## src/rtl/alu_pipe.sv

```systemverilog
`default_nettype none
// +--------------------------------------------------------------------------+
// | alu_pipe: two-stage ALU, valid/ready in and out, NZCV register.            |
// | Rev 1.0                                                                    |
// +--------------------------------------------------------------------------+
module alu_pipe #(
    parameter int REG_WIDTH = 16
) (
    input  logic                 clk,
    input  logic                 rst_n,
    input  logic                 flush,
    input  logic                 in_valid,
    output logic                 in_ready,
    input  logic [3:0]           op,
    input  logic                 setflags,
    input  logic [REG_WIDTH-1:0] ra,
    input  logic [REG_WIDTH-1:0] rb,
    output logic                 out_valid,
    input  logic                 out_ready,
    output logic [REG_WIDTH-1:0] out,
    output logic                 out_err,
    output logic                 flagn,
    output logic                 flagz,
    output logic                 flagc,
    output logic                 flagv
);

    localparam int SHIFT_WIDTH = $clog2(REG_WIDTH);
    localparam int MSB         = REG_WIDTH - 1;

    localparam logic [3:0] c_op_add = 4'd0;
    localparam logic [3:0] c_op_adc = 4'd1;
    localparam logic [3:0] c_op_sub = 4'd2;
    localparam logic [3:0] c_op_sbc = 4'd3;
    localparam logic [3:0] c_op_and = 4'd4;
    localparam logic [3:0] c_op_or  = 4'd5;
    localparam logic [3:0] c_op_xor = 4'd6;
    localparam logic [3:0] c_op_bic = 4'd7;
    localparam logic [3:0] c_op_lsl = 4'd8;
    localparam logic [3:0] c_op_lsr = 4'd9;
    localparam logic [3:0] c_op_asr = 4'd10;
    localparam logic [3:0] c_op_ror = 4'd11;
    localparam logic [3:0] c_op_mov = 4'd12;
    localparam logic [3:0] c_op_mvn = 4'd13;

    localparam logic [SHIFT_WIDTH:0] c_width = (SHIFT_WIDTH + 1)'(REG_WIDTH);

    // Stage 1: input register
    logic                 r_s1_valid;
    logic [3:0]           r_s1_op;
    logic                 r_s1_setflags;
    logic [REG_WIDTH-1:0] r_s1_ra;
    logic [REG_WIDTH-1:0] r_s1_rb;

    // Stage 2: output register
    logic                 r_s2_valid;
    logic [REG_WIDTH-1:0] r_out;
    logic                 r_err;

    logic r_flag_n;
    logic r_flag_z;
    logic r_flag_c;
    logic r_flag_v;

    logic w_s2_adv;
    logic w_s1_adv;
    logic w_accept;

    logic                   w_is_sub;
    logic [REG_WIDTH-1:0]   w_b_op;
    logic                   w_cin;
    logic [REG_WIDTH:0]     w_sum;
    logic                   w_arith_v;
    logic [SHIFT_WIDTH-1:0] w_sh;
    logic                   w_sh_zero;
    logic [REG_WIDTH:0]     w_lsl;
    logic [REG_WIDTH:0]     w_lsr;
    logic signed [REG_WIDTH:0] w_asr;
    logic [SHIFT_WIDTH:0]   w_ror_back;
    logic [REG_WIDTH-1:0]   w_ror;

    logic [REG_WIDTH-1:0] w_res;
    logic                 w_err;
    logic                 w_c;
    logic                 w_v;
    logic                 w_flag_we;

    // ---------------- handshake ----------------
    assign w_s2_adv = !r_s2_valid || out_ready;
    assign w_s1_adv = r_s1_valid && w_s2_adv;
    assign in_ready = !flush && (!r_s1_valid || w_s2_adv);
    assign w_accept = in_valid && in_ready;

    // ---------------- datapath ----------------
    assign w_is_sub = (r_s1_op == c_op_sub) || (r_s1_op == c_op_sbc);
    assign w_b_op   = w_is_sub ? ~r_s1_rb : r_s1_rb;

    always_comb begin
        w_cin = 1'b0;
        case (r_s1_op)
            c_op_adc: w_cin = r_flag_c;
            c_op_sub: w_cin = 1'b1;
            c_op_sbc: w_cin = r_flag_c;
            default:  w_cin = 1'b0;
        endcase
    end

    assign w_sum     = {1'b0, r_s1_ra} + {1'b0, w_b_op} + {{REG_WIDTH{1'b0}}, w_cin};
    assign w_arith_v = (r_s1_ra[MSB] == w_b_op[MSB]) && (w_sum[MSB] != r_s1_ra[MSB]);

    // Each shift carries one guard bit so the last bit shifted out falls into it.
    assign w_sh       = r_s1_rb[SHIFT_WIDTH-1:0];
    assign w_sh_zero  = (w_sh == '0);
    assign w_lsl      = {1'b0, r_s1_ra} << w_sh;
    assign w_lsr      = {r_s1_ra, 1'b0} >> w_sh;
    assign w_asr      = $signed({r_s1_ra, 1'b0}) >>> w_sh;
    assign w_ror_back = c_width - {1'b0, w_sh};
    assign w_ror      = (r_s1_ra >> w_sh) | (r_s1_ra << w_ror_back);

    always_comb begin
        w_res = '0;
        w_err = 1'b0;
        w_c   = r_flag_c;
        w_v   = r_flag_v;
        case (r_s1_op)
            c_op_add, c_op_adc, c_op_sub, c_op_sbc: begin
                w_res = w_sum[MSB:0];
                w_c   = w_sum[REG_WIDTH];
                w_v   = w_arith_v;
            end
            c_op_and: w_res = r_s1_ra & r_s1_rb;
            c_op_or:  w_res = r_s1_ra | r_s1_rb;
            c_op_xor: w_res = r_s1_ra ^ r_s1_rb;
            c_op_bic: w_res = r_s1_ra & ~r_s1_rb;
            c_op_lsl: begin
                w_res = w_lsl[MSB:0];
                w_c   = w_sh_zero ? r_flag_c : w_lsl[REG_WIDTH];
            end
            c_op_lsr: begin
                w_res = w_lsr[REG_WIDTH:1];
                w_c   = w_sh_zero ? r_flag_c : w_lsr[0];
            end
            c_op_asr: begin
                w_res = w_asr[REG_WIDTH:1];
                w_c   = w_sh_zero ? r_flag_c : w_asr[0];
            end
            c_op_ror: begin
                w_res = w_ror;
                w_c   = w_sh_zero ? r_flag_c : w_ror[MSB];
            end
            c_op_mov: w_res = r_s1_rb;
            c_op_mvn: w_res = ~r_s1_rb;
            default: begin
                w_res = '0;
                w_err = 1'b1;
            end
        endcase
    end

    assign w_flag_we = !flush && w_s1_adv && r_s1_setflags && !w_err;

    // ---------------- stage 1 ----------------
    always_ff @(posedge clk or negedge rst_n) begin
        if (!rst_n) begin
            r_s1_valid    <= 1'b0;
            r_s1_op       <= '0;
            r_s1_setflags <= 1'b0;
            r_s1_ra       <= '0;
            r_s1_rb       <= '0;
        end else if (flush) begin
            r_s1_valid <= 1'b0;
        end else if (w_accept) begin
            r_s1_valid    <= 1'b1;
            r_s1_op       <= op;
            r_s1_setflags <= setflags;
            r_s1_ra       <= ra;
            r_s1_rb       <= rb;
        end else if (w_s1_adv) begin
            r_s1_valid <= 1'b0;
        end
    end

    // ---------------- stage 2 ----------------
    always_ff @(posedge clk or negedge rst_n) begin
        if (!rst_n) begin
            r_s2_valid <= 1'b0;
            r_out      <= '0;
            r_err      <= 1'b0;
        end else if (flush) begin
            r_s2_valid <= 1'b0;
        end else if (w_s1_adv) begin
            r_s2_valid <= 1'b1;
            r_out      <= w_res;
            r_err      <= w_err;
        end else if (out_ready) begin
            r_s2_valid <= 1'b0;
        end
    end

    // Flags commit on the same edge as the result, so ADC/SBC never see a stale C.
    always_ff @(posedge clk or negedge rst_n) begin
        if (!rst_n) begin
            r_flag_n <= 1'b0;
            r_flag_z <= 1'b0;
            r_flag_c <= 1'b0;
            r_flag_v <= 1'b0;
        end else if (w_flag_we) begin
            r_flag_n <= w_res[MSB];
            r_flag_z <= (w_res == '0);
            r_flag_c <= w_c;
            r_flag_v <= w_v;
        end
    end

    assign out_valid = r_s2_valid;
    assign out       = r_out;
    assign out_err   = r_err;
    assign flagn     = r_flag_n;
    assign flagz     = r_flag_z;
    assign flagc     = r_flag_c;
    assign flagv     = r_flag_v;

endmodule
`default_nettype wire
```

## config.mk

```make
export PLATFORM = sky130hd
export DESIGN_NAME = alu_pipe
export DESIGN_NICKNAME = d
export VERILOG_FILES = /design/src/rtl/alu_pipe.sv
export SDC_FILE = /design/constraint.sdc
export NUM_CORES = 1
export LEC_CHECK = 0
export CORE_MARGIN = 1.5
export CORE_UTILIZATION = 45
export DETAILED_ROUTE_END_ITERATION = 10
export GPL_TIMING_DRIVEN = 0
export MAX_ROUTING_LAYER = met4
export PLACE_DENSITY_LB_ADDON = 0.15
export SLEW_MARGIN = 20
export SYNTH_ARGS = -nofsm -noshare
export SYNTH_HDL_FRONTEND = slang
export SYNTH_SLANG_ARGS = --single-unit
```

## constraint.sdc

```tcl
create_clock -name clk -period 5.48 [get_ports clk]
set_input_delay 1.096 -clock clk [delete_from_list [all_inputs] [get_ports clk]]
set_output_delay 1.096 -clock clk [all_outputs]
set_load 0.03 [all_outputs]
```

# --- Yosys cells after proc, flatten, opt, wreduce, memory -nomap -nowiden ---
# Cells that the tools add are included.
word_totals:
  inputBits: 42
  rom_bits: 0
  latch_bits: 0
  word_cells: 87
  ff_bits: 60
  memories: 0
  ram_bits: 0
op_classes:
  eq_ne: 19
  div: 0
  n_reduce_logical: 26
  add_sub_neg: 3
  bitwise_logic: 7
  n_lt_le_gt_ge: 0
  mux: 15
  mul: 0
  n_shift: 5
op_table:
  columns: ["operator", "n"]
  rows:
  - ["case mux 16 bit (11 select lines)", 1]
  - ["bitwise AND 16 bit", 2]
  - ["bitwise OR 16 bit", 2]
  - ["== test 4 bit, second input constant", 6]
  - ["adder 16 x 16 -> 17 bit", 1]
  - ["adder 17 x 1 -> 17 bit", 1]
  - ["<< shifter 16 x 4 -> 17 bit", 1]
  - ["right shift 17 x 4 -> 17 bit", 1]
  - [">>> shifter 17 x 4 -> 17 bit", 1]
  - ["== test 4 x 3 -> 1 bit, second input constant", 4]
  - ["logical NOT 16 bit", 1]
  - ["2-to-1 mux 16 bit", 1]
  - ["inverter 16 bit", 1]
  - ["<< shifter 16 x 5 -> 16 bit", 1]
  - ["right shift 16 x 4 -> 16 bit", 1]
  - ["bitwise XOR 16 bit", 1]
  - ["OR reduction 14 bit", 1]
  - ["2-to-1 mux 1 bit", 11]
  - ["== test 4 x 2 -> 1 bit, second input constant", 2]
  - ["logical NOT 4 bit", 2]
  - ["inequality test 2 bit, second input constant", 4]
  - ["logical AND 1 bit", 7]
  - ["AND reduction 2 bit", 3]
  - ["AND reduction 6 bit", 1]
  - ["other kinds (13)", 18]

# --- Depth between registers and ports, before layout ---
# Gate-level depths: netlist of the first run.
logic_depth:
  depth_word: 7
  ltp_mapped: 19

# --- Worst setup path before layout of the first run ---
# OpenSTA, ideal clock, no wires.
synth_timing:
  kind: "reg2reg"
  from: "register r_s1_op[1]"
  to: "register r_flag_z, in the netlist flagz"
  n_path_buf: 5
  slack_ns: 0.719
  arrival_ns: 4.685
  path_stages_with_launch: 19
  period_less_slack_ns: 4.761
  setup_time_ns: 0.076
  cell_sequence: "dfrtp_1 buf_2 clkbuf_1 clkbuf_1 and2_1 clkbuf_1 clkbuf_1 xnor2_1 fa_1 inv_1 fa_1 nand2b_1 a211oi_1 nor3_1 or4_1 or3_1 nor4_1 nand4_1 o21ai_1"
synth_via:
  elab_chain_len: 7
synth_lines:
  columns: ["element", "line_no", "text"]
  rows:
  - ["from (decl)", "50", "logic [3:0] r_s1_op;"]
  - ["from (signal assigned)", "174", "r_s1_op <= op;"]
  - ["== test 4 x 2 -> 1 bit", "95, 100, 125", null]
  - ["logical OR 1 bit", "95", "assign w_is_sub = (r_s1_op == c_op_sub) || (r_s1_op == c_op_sbc);"]
  - ["2-to-1 mux 16 bit", "96", "assign w_b_op = w_is_sub ? ~r_s1_rb : r_s1_rb;"]
  - ["adder 16 x 16 -> 17 bit", "108", "assign w_sum = {1'b0, r_s1_ra} + {1'b0, w_b_op} + {{REG_WIDTH{1'b0}}, w_cin};"]
  - ["adder 17 x 1 -> 17 bit", "108", null]
  - ["case mux 16 bit (11 select lines)", "125", "case (r_s1_op)"]
  - ["logical NOT 16 bit", "209", "r_flag_z <= (w_res == '0);"]
  - ["to (signal assigned)", "209", null]
  - ["to (decl)", "61", "logic r_flag_z;"]
# Parallel ways exist; a longest one is shown, timed or not.
# A chain may end at the register's enable or synchronous reset.

# --- Worst setup path after layout of the first run ---
layout_timing:
  from: "register r_s1_op[3]"
  to: "register r_flag_z, in the netlist flagz"
# The elaborated chain is that of the path after synthesis.

==> results.md, run 1 <==
- Dividing the detail-routed wire length by the instance count gives 29.5 um.
- The cell type contributing the most total cell area after synthesis is dfrtp_1.
- The path type of the worst min-delay path is reg2reg.
- The critical path in this run is classified as reg2reg.
- For this design the static power due to leakage is 3.35 nW.
- The cell area that synthesis handed to floorplanning was 7230 um^2.
- Clock-pin slew was measured on the worst setup and hold paths at 0.06 ns.
- The H-tree depth is 3.
- The number of nets produced by synthesis is 926.
- The core region is 15,800 um^2.
- The tree is rooted in a clkbuf_16.
- After detailed routing, the total wire length is 33,800 um.
- The setup clock skew after layout is 0.00732 ns.
- Buffers inserted during clock tree synthesis total 9.
- The number of storage elements in the synthesis netlist is 60.
- The netlist uses 77 different library cells.
- The total DRC errors in the routed layout is 0.
- For the worst setup path, the data required time is 5.76 ns.
- The synthesized area per cell is 8.52 um^2.
- Row generation in the floorplan step produced 46 rows.
- The number of endpoints with negative hold slack in the final report is 0.
- Setup violations remaining at the end of the flow were counted as 0.
- In the layout the commonest cells are 68 x nand2_1, 63 x clkdlybuf4s50_1, 61 x nor2_1, 60 x dfrtp_1, 53 x mux2_2.
- The half-perimeter wire length after detailed placement is 26,000 um.
- Post-CTS timing repair inserted 0 buffers for setup.
- Once the floorplan was initialized, standard cells occupied 45.8% of the core.
- The number of nets with antenna violations after detailed routing is 0.
- The width of the chip is 130 um.
- Yosys mapped a number of flops with a built-in enable equal to 0.
- Input and output buffers added on the ports amount to 64.
- For the worst setup path, the data arrival time is 5.48 ns.
- The run finished with clean final reports.
- The maximum number of pins on one net before global-route repair is 34.
- The longest clock path from root to sink contains 2 buffers.
- Dividing total power by cell area gives a power density of 416 nW/um^2.
- After Yosys synthesis, XOR and XNOR cells account for 3.64% of the synthesized area.
- The area added between synthesis and finish is 17.6%.
- After layout, the design draws a total of 3.53 mW.
- The synthesized netlist devotes 17.5% of its cell area to simple gates.
- The critical path endpoint category is a flip-flop.
- The fraction of registers with async set/reset is 100%.
- After detailed placement, the total cell area comes to 8170 um^2.
- The via density per instance is 7.02.
- IR analysis of the VDD net gives a maximum drop of 0.179 mV.
- TritonCTS built the clock tree.
- The sort of element at the start of the critical path is a flip-flop.
- The via count of the first global-routing pass was 7,201.
- In the global route stage, overall resource usage came out at 42.1%.
- The smallest hold slack is 0.488 ns.
- The most used flip-flop cell after synthesis is dfrtp_1.
- Summed over all failing endpoints, the final setup total negative slack is 0 ns.
- The complex-gate fraction of the synthesized area is 20.7%.
- Along the worst path, the maximum fanout reaches 10.
- The first-pass GRT wire length is 48,600 um.
- The max-slew violation count is 0.
- In this run, post-CTS hold repair placed 0 buffers.
- The area share of the largest cell type after synthesis is 20.8%.
- The number of warnings printed during yosys synthesis is 0.
- The largest family of logic cells by synthesized area is multiplexers.
- Setup repair after global routing left no endpoint under its margin.
- The total via count in the routed design is 8,028.
- Setup slack on the worst reg-to-reg path comes out at 0.28 ns.
- The transition time at the pin with the least slew margin is 1.15 ns.
- The fmax is 192 MHz.
- For the finished layout, the period the worst path requires is 5.20 ns.
- The worst pin sits at a relative slew slack of 22.3%.
- Global routing finished with a remaining overflow of 0.
- Across the run, the number of max-cap violations was 0.
- Of the cells placed in the final design, the portion with a size suffix greater than 1 is 14.8%.
- The worst path uses 94.9% of the clock period.
- The die area is 16,800 um^2.
- The fraction of the mapped netlist area in adder cells is 6.44%.
- The post-route standard cell area excluding fillers is 8500 um^2.
- The library cell used most frequently in the layout, excluding fill and tap cells, is nand2_1.
- Counting instances, the worst hold path has a depth of 1.
- The first routing iteration left 1,257 violations.
- For this design, the sink count on the clock tree is 60.
- The cell count after synthesis is 848.
- The number of iterations in the first detailed-routing pass is 6.
- The portion of netlist area occupied by mux cells is 23.9%.
- The vertical die dimension is 130 um.
- Sequential elements use 20.8% of the synthesized area.
- The top-level port count is 65.
- The number of antenna violations at the first check in global routing is 1.
- At the later pin of the worst-skew pair, clock insertion delay measures 0.35 ns.
- At the end of routability-driven placement, the weighted congestion stood at 1.15.
- For the worst flop-to-flop path, the logic depth is 17.
- The layout net count is 1,000.
- The utilization after layout is 53.9%.
- Sorting the synthesized cells by area gives the leading types as dfrtp_1 21%, mux4_2 8.7%, mux2_2 8.3%.
## area by class of cell
class	instances	area (um^2)
plain buffers	74	340
inverters	46	173
diodes	1	2.50
multi-input cells	666	5240
flip-flops and latches	60	1500
fillers	1550	7270
well taps	216	270
clock inverters	5	75.1
clock buffers	11	243
repair buffers	65	658
## synthesized netlist by cell type (19+ instances only)
| cell | count |
|---|---|
| nand2_1 | 68 |
| nand3_1 | 21 |
| clkbuf_1 | 45 |
| mux2_2 | 53 |
| nor3_1 | 19 |
| ha_1 | 34 |
| a21oi_1 | 50 |
| nor2_1 | 62 |
| o21ai_0 | 31 |
| xnor2_1 | 25 |
| mux2i_1 | 46 |
| mux4_2 | 28 |
| inv_1 | 43 |
| dfrtp_1 | 60 |
## worst paths after layout
check / to / start
min in group asynchronous: r_s1_ra[0] / rst_n
max: flagz / r_s1_op[3]
max reg2reg: flagz / r_s1_op[3]
min reg2reg: out[8] / out[8]
min: out[8] / out[8]
max in group asynchronous: r_s1_rb[15] / rst_n
## stage by stage
step / cells / worst slack (ns)
5_1_grt: 1144 / 0.00687
6_report: 1144 / 0.278
4_1_cts: 1144 / 0.0348
3_5_place_dp: 1129 / -0.695
3_3_place_gp: 1128 / -0.652
2_1_floorplan: 848 / 0.719
## kinds of logic after synthesis
kind of cell	after synthesis
fa+ha+maj	36
mux	129
buf+inv	122
xor+xnor	30
flops	60
compound gates	218
simple gates	253
## per-layer routing
| metal | wire length [um] | global-route usage, % | share of wire (%) | vias up |
|---|---|---|---|---|
| met5 | 0 | - | 0 | - |
| met4 | 2180 | 21.5 | 6.5 | 0 |
| met3 | 4400 | 10.4 | 13 | 154 |
| met2 | 14100 | 59.6 | 42 | 705 |
| met1 | 13100 | 55.5 | 39 | 3827 |
| li1 | - | - | - | 3342 |
## flip-flops by register name, indices dropped and copies added, names as in the netlist, 4 cells and up
| signal | count |
|---|---|
| out | 16 |
| r_s1_ra | 16 |
| r_s1_rb | 16 |
| r_s1_op | 4 |
## where the power goes
part           switching [mW]  internal, mW  leakage, nW  total, mW
sequential              0.123         0.547        0.715      0.670
combinational            1.38         0.850         2.48       2.23
clock                   0.229         0.408        0.159      0.637
total                    1.73          1.81         3.35       3.53
## worst max-delay path, cell delays in order (launching register included)
cell and delay, ns:
dfrtp_1 0.38, buf_2 0.19, clkbuf_1 0.24, nor2_2 0.37
and2_1 0.43, clkbuf_4 0.36, xnor2_1 0.16, fa_1 0.27
inv_1 0.07, fa_1 0.44, nand2b_1 0.20, a211oi_2 0.31
nor3_1 0.13, or4_1 0.55, or3_1 0.35, nor4_1 0.37
nand4_1 0.14, o21ai_1 0.15
## repair_timing
action,CTS,global route
gates resized for setup,6,2
pin swaps,0,0
endpoints found under the setup margin,6,2
gates cloned,0,0
Note: power is estimated with default switching activity, not from simulation.
==> run 2: changes to the inputs <==
--- a/config.mk
+++ b/config.mk
@@ -5,6 +5,7 @@
 export SDC_FILE = /design/constraint.sdc
 export NUM_CORES = 1
 export LEC_CHECK = 0
+export ABC_CLOCK_PERIOD_IN_PS = 5480
 export CORE_MARGIN = 1.5
 export CORE_UTILIZATION = 45
 export DETAILED_ROUTE_END_ITERATION = 10
==> results of run 2 <==
The final DEF is identical to that of run 1; final timing and power are the same.
